### config.mk
export PLATFORM = sky130hd
export DESIGN_NAME = ysyx_24080014_lsu
export DESIGN_NICKNAME = d
export VERILOG_FILES = /design/src/rtl/ysyx_24080014_lsu.sv
export SDC_FILE = /design/constraint.sdc
export NUM_CORES = 1
export LEC_CHECK = 0
export CAP_MARGIN = 40
export CORE_ASPECT_RATIO = 2
export CORE_MARGIN = 5
export CORE_UTILIZATION = 64
export CTS_CLUSTER_DIAMETER = 150
export DETAILED_ROUTE_END_ITERATION = 10
export DONT_BUFFER_PORTS = 1
export PLACE_DENSITY = 0.9
export SLEW_MARGIN = 0
export SYNTH_ARGS = -nofsm -noshare
export SYNTH_HDL_FRONTEND = slang
export SYNTH_SLANG_ARGS = --single-unit
### constraint.sdc
create_clock -name clk -period 2 [get_ports clk]
set_clock_uncertainty 0.05 [all_clocks]
set_input_delay 0.4 -clock clk [delete_from_list [all_inputs] [get_ports clk]]
set_output_delay 0.4 -clock clk [all_outputs]
set_load 0.02 [all_outputs]
### src/rtl/ysyx_24080014_lsu.sv
// ysyx_24080014_lsu: RV32 load/store unit driving an AXI4-Lite-style master.
// Loads are lane-aligned and extended into load_data; stores get lane-replicated data and byte strobes.
// Ports: req_* request from execute (req_ready = idle), ar/r/aw/w/b master bus channels,
//        load_data/mem_ready/mem_err completion pulse to the register file.
module ysyx_24080014_lsu #(
  parameter int ADDR_W  = 32,
  parameter int TIMEOUT = 0
) (
  input  logic              clk,
  input  logic              rst_n,
  input  logic              req_valid,
  output logic              req_ready,
  input  logic              req_is_store,
  input  logic [2:0]        req_funct3,
  input  logic [ADDR_W-1:0] req_addr,
  input  logic [31:0]       req_wdata,
  output logic [ADDR_W-1:0] araddr,
  output logic              arvalid,
  input  logic              arready,
  input  logic [31:0]       rdata,
  input  logic [1:0]        rresp,
  input  logic              rvalid,
  output logic              rready,
  output logic [ADDR_W-1:0] awaddr,
  output logic              awvalid,
  input  logic              awready,
  output logic [31:0]       wdata,
  output logic [3:0]        wstrb,
  output logic              wvalid,
  input  logic              wready,
  input  logic [1:0]        bresp,
  input  logic              bvalid,
  output logic              bready,
  output logic [31:0]       load_data,
  output logic              mem_ready,
  output logic              mem_err
);

  typedef enum logic [2:0] {
    IDLE, RADDR, RDATA, WREQ, WRESP, DONE
  } state_t;

  localparam logic [31:0] TLIM = 32'(TIMEOUT - 1);

  state_t state, state_n;

  logic [ADDR_W-1:0] addr_q;
  logic [2:0]        f3_q;
  logic [31:0]       wd_q;
  logic              err_q, err_n;
  logic              aw_done, w_done;
  logic              aw_hs, w_hs;
  logic [31:0]       cnt;
  logic              tmo;
  logic              waiting;
  logic              bad_f3, misal, bad_req;
  logic [4:0]        shift;
  logic [31:0]       ld_word, ld_ext;

  // Request legality, evaluated on the live request in IDLE
  always_comb begin
    bad_f3 = 1'b0;
    misal  = 1'b0;
    if (req_is_store)
      bad_f3 = req_funct3[2] | (req_funct3[1:0] == 2'b11);
    else
      bad_f3 = (req_funct3[1:0] == 2'b11) | (req_funct3 == 3'b110);
    unique case (1'b1)
      req_funct3[1:0] == 2'b01: misal = req_addr[0];
      req_funct3[1:0] == 2'b10: misal = req_addr[1:0] != 2'b00;
      default:                  misal = 1'b0;
    endcase
    bad_req = bad_f3 | misal;
  end

  assign waiting = (state == RADDR) | (state == RDATA) |
                   (state == WREQ)  | (state == WRESP);
  assign tmo     = (TIMEOUT != 0) && (cnt == TLIM);

  assign aw_hs = awvalid & awready;
  assign w_hs  = wvalid & wready;

  always_comb begin
    state_n = state;
    err_n   = err_q;
    unique case (state)
      IDLE: begin
        if (req_valid) begin
          err_n = bad_req;
          if (bad_req)           state_n = DONE;
          else if (req_is_store) state_n = WREQ;
          else                   state_n = RADDR;
        end
      end
      RADDR: begin
        if (arready) begin
          state_n = RDATA;
        end else if (tmo) begin
          state_n = DONE;
          err_n   = 1'b1;
        end
      end
      RDATA: begin
        if (rvalid) begin
          state_n = DONE;
          err_n   = rresp != 2'b00;
        end else if (tmo) begin
          state_n = DONE;
          err_n   = 1'b1;
        end
      end
      WREQ: begin
        if ((aw_done | aw_hs) & (w_done | w_hs)) begin
          state_n = WRESP;
        end else if (tmo) begin
          state_n = DONE;
          err_n   = 1'b1;
        end
      end
      WRESP: begin
        if (bvalid) begin
          state_n = DONE;
          err_n   = bresp != 2'b00;
        end else if (tmo) begin
          state_n = DONE;
          err_n   = 1'b1;
        end
      end
      DONE:    state_n = IDLE;
      default: state_n = IDLE;
    endcase
  end

  always_ff @(posedge clk or negedge rst_n) begin
    if (!rst_n) begin
      state <= IDLE;
      err_q <= 1'b0;
    end else begin
      state <= state_n;
      err_q <= err_n;
    end
  end

  // Load lane extraction
  assign shift   = {addr_q[1:0], 3'b000};
  assign ld_word = rdata >> shift;

  always_comb begin
    ld_ext = rdata;
    unique case (f3_q)
      3'b000:  ld_ext = {{24{ld_word[7]}}, ld_word[7:0]};
      3'b001:  ld_ext = {{16{ld_word[15]}}, ld_word[15:0]};
      3'b100:  ld_ext = {24'h0, ld_word[7:0]};
      3'b101:  ld_ext = {16'h0, ld_word[15:0]};
      default: ld_ext = rdata;
    endcase
  end

  always_ff @(posedge clk or negedge rst_n) begin
    if (!rst_n) begin
      addr_q    <= '0;
      f3_q      <= 3'b000;
      wd_q      <= 32'h0;
      aw_done   <= 1'b0;
      w_done    <= 1'b0;
      cnt       <= 32'h0;
      load_data <= 32'h0;
    end else begin
      if (state == IDLE && req_valid) begin
        addr_q <= req_addr;
        f3_q   <= req_funct3;
        wd_q   <= req_wdata;
      end
      // Cleared on every state change so each bus phase gets a full budget
      if (state != state_n)
        cnt <= 32'h0;
      else if (waiting)
        cnt <= cnt + 32'd1;
      if (state == WREQ) begin
        aw_done <= aw_done | aw_hs;
        w_done  <= w_done | w_hs;
      end else begin
        aw_done <= 1'b0;
        w_done  <= 1'b0;
      end
      // Error responses leave the previous load result in place
      if (state == RDATA && rvalid && rresp == 2'b00)
        load_data <= ld_ext;
    end
  end

  // Store lane replication and strobes
  always_comb begin
    wdata = wd_q;
    wstrb = 4'b1111;
    unique case (f3_q[1:0])
      2'b00: begin
        wdata = {4{wd_q[7:0]}};
        wstrb = 4'b0001 << addr_q[1:0];
      end
      2'b01: begin
        wdata = {2{wd_q[15:0]}};
        wstrb = 4'b0011 << addr_q[1:0];
      end
      default: begin
        wdata = wd_q;
        wstrb = 4'b1111;
      end
    endcase
  end

  assign req_ready = state == IDLE;
  assign araddr    = {addr_q[ADDR_W-1:2], 2'b00};
  assign awaddr    = {addr_q[ADDR_W-1:2], 2'b00};
  assign arvalid   = state == RADDR;
  assign rready    = state == RDATA;
  assign awvalid   = (state == WREQ) & ~aw_done;
  assign wvalid    = (state == WREQ) & ~w_done;
  assign bready    = state == WRESP;
  assign mem_ready = state == DONE;
  assign mem_err   = (state == DONE) & err_q;

endmodule

==> impl_metrics.yaml <==
status:
  status: "finished, violations left"
  violations: "hold timing"
power_and_ir_drop:
  power_density_nw_per_um2: 2032
  vdd_drop_max_v: 0.001254
  power.leakage_nw: 2.581
  total_power_w: 0.01188
route:
  vias: 3742
  ant_nets: 0
  vias_per_cell: 6.497
  drt_wl_total_mm: 13.62
  drcViolationCount: 0
  drt_iter0_drc: 234
  first_pass_iters: 7
  wire_per_inst_microns: 23.64
grt:
  grt_pass1_vias: 3874
  grt_start_max_net_pins: 106
  antenna_found_initial: 0
  grt_pass1_wl_mm: 20.79
  grt_overflow: 0
  grt_util_all_layers_pct: 23.73
synthesis:
  synth_top_cell_area_share_pct: 45.56
  yosysWarnings: 0
  syn_area_sq_um: 5767
  synth_edf_count: 0
  synth_cell_type_count: 45
  synthTopCellsByArea: "dfrtp_1, mux2_2, buf_4"
  synth-seq-cells: 105
  avgSynthCellArea_sq_um: 11.07
  yosysTopAreaCell: "dfrtp_1"
  synthFlopType: "dfrtp_1"
  yosysSeqAreaShare_pct: 45.56
  syn_inst: 521
  async_flop_share_pct: 100.0
final_layout:
  nNetsFinal: 585
  layout_commonest_cell: "dfrtp_1"
  n_antenna_cell: 0
  final_area_sq_um: 5847
  drive_above_1_share_pct: 32.91
  final_cell_mix: "dfrtp_1, mux2_2, nand2_1"
  area_delta_synth_final_pct: 1.389
timing:
  rsz0062_at_grt: "yes"
  holdWs_ns: -0.3027
  finalCritPeriodShare_pct: 96.62
  min_period_ns: 1.932
  worst_slew_pin_slew_ns: 0.7637
  hold_violations: 105
  fmax_mhz: 517.5
  final-max-slew-violation-count: 0
  relSlewSlack_pct: 49.09
  setup_slack_ns: 0.06769
  finalSetupViolations: 0
clock_tree:
  cts_htree_levels: 3
  worstSkewPairLatency_ns: 0.34
  cts_max_path_buffers: 2
  cts_root_buffer: "clkbuf_16"
  clk_pin_slew_ns: 0.07
  cts_tree: "yes"
  cts_made_buffers: 9
  clock_sinks: 105
setup_path:
  start_kind: "flip-flop"
  r2r-start: "addr_q[1]"
  required_ns: 1.55
  crit_start: "f3_q[1]"
  path_max_fanout: 5
  arrival_ns: 1.48
  worstSetupEndpointType: "primary output"
  critPathKind: "flip-flop to primary output"
hold_path:
  hold_path_class: "input pin to asynchronous set/reset pin"
floorplanning:
  num_io_pins: 252
  die_width_microns: 77.12
  coreArea_sq_um: 8890
  die_y_microns: 144.2
  rows: 49
  start_util_pct: 64.87
  dieArea_sq_um: 11120
place:
  dpl.hpwl_mm: 10.14
  io_buffers: 0
  gp_congestion: 0.8481
  place_area_sq_um: 5435
  dp_slack_ns: 0.07986
run:
  drv_cap: 0
[path summary, 6_finish.rpt]
path | cells past startpoint | slack (ns) | endpoint
max | 3 | 0.07 | wdata[9]
min | 0 | -0.30 | addr_q[18]
max reg2reg | 4 | 0.07 | load_data[8]
min reg2reg | 1 | 0.46 | wd_q[16]
max in group asynchronous | 0 | 2.08 | wd_q[2]
min in group clk | 1 | 0.14 | addr_q[5]
[cell type report]
class	count	area, sq um
Timing Repair Buffer	41	327.8
Fill cell	653	3043
Clock inverter	4	53.80
Inverter	9	33.78
Sequential cell	105	2634
Tap cell	102	127.6
Clock buffer	11	242.7
Multi-Input combinational cell	304	2427
[Yosys cell counts, types with 2 or more instances]
library cell  count
o211ai_2         10
nor3_1            3
o21ai_0          28
and2_1            3
o21bai_1          2
buf_4            75
buf_2            15
nor2b_1           2
nand2b_1         13
mux2_2           76
nand2_1          51
o22ai_1           9
ha_1              3
o211ai_1          7
a21oi_1          12
a32o_1            7
a2bb2oi_1         8
nor2_1           14
inv_1             9
dfrtp_1         105
a211o_1           2
mux2_1            7
mux2i_1          25
clkbuf_1         14
[logic make-up (layout without fill, tap and decap cells)]
logic type | count (synthesis) | count (layout) | share of synthesized area [%]
DFF | 105 | 105 | 45.56
muxes | 109 | 109 | 20.94
buffers and inverters | 115 | 65 | 12.97
other | 1 | 4 | 0.06503
xor gates and xnor gates | 1 | 1 | 0.1519
adders and majority gates | 3 | 3 | 0.6510
AOI/OAI and AO/OA | 93 | 93 | 11.96
and+or+nand+nor | 94 | 94 | 7.702
[state kept, by name (all words and copies together), names as in the netlist]
| name | cells |
|---|---|
| err_q | 1 |
| addr_q | 32 |
| f3_q | 3 |
| w_done | 1 |
| load_data | 32 |
| aw_done | 1 |
| wd_q | 32 |
| state | 3 |
[per-layer routing]
layer  GRT usage, %  wire length [microns]  up-vias
li1               -                      -     1635
met1          26.21                   4626     1879
met2          40.53                   7430      194
met3          8.105                   1107       34
met4          11.50                    453        0
met5              0                      0        -
[worst max-delay path, stage by stage (launching register included)]
cell and delay [ns]:
dfrtp_2 0.44, nor2_2 0.13, buf_4 0.17, mux2_2 0.40
[per-stage QoR]
| step | setup TNS [ns] | util (%) | cells |
|---|---|---|---|
| floorplan | 0 | - | 524 |
| global placement | 0 | 61.14 | 550 |
| detailed placement | 0 | 61.14 | 550 |
| CTS | 0 | 64.79 | 566 |
| global route | -0.06736 | 65.77 | 576 |
| finish | 0 | 65.77 | 576 |
[timing repair]
item,CTS,global route
endpoints found under the hold margin,105,105
buffers inserted,1,10
resized for setup,8,6
gates cloned,0,0
setup endpoints to repair,26,24
[power by group]
part	internal [W]	switching (W)	leakage (nW)
clock	0.00100	0.000741	0.138
sequential	0.00311	0.00217	1.28
combinational	0.00228	0.00258	1.16
(Power assumes the default switching activity.)
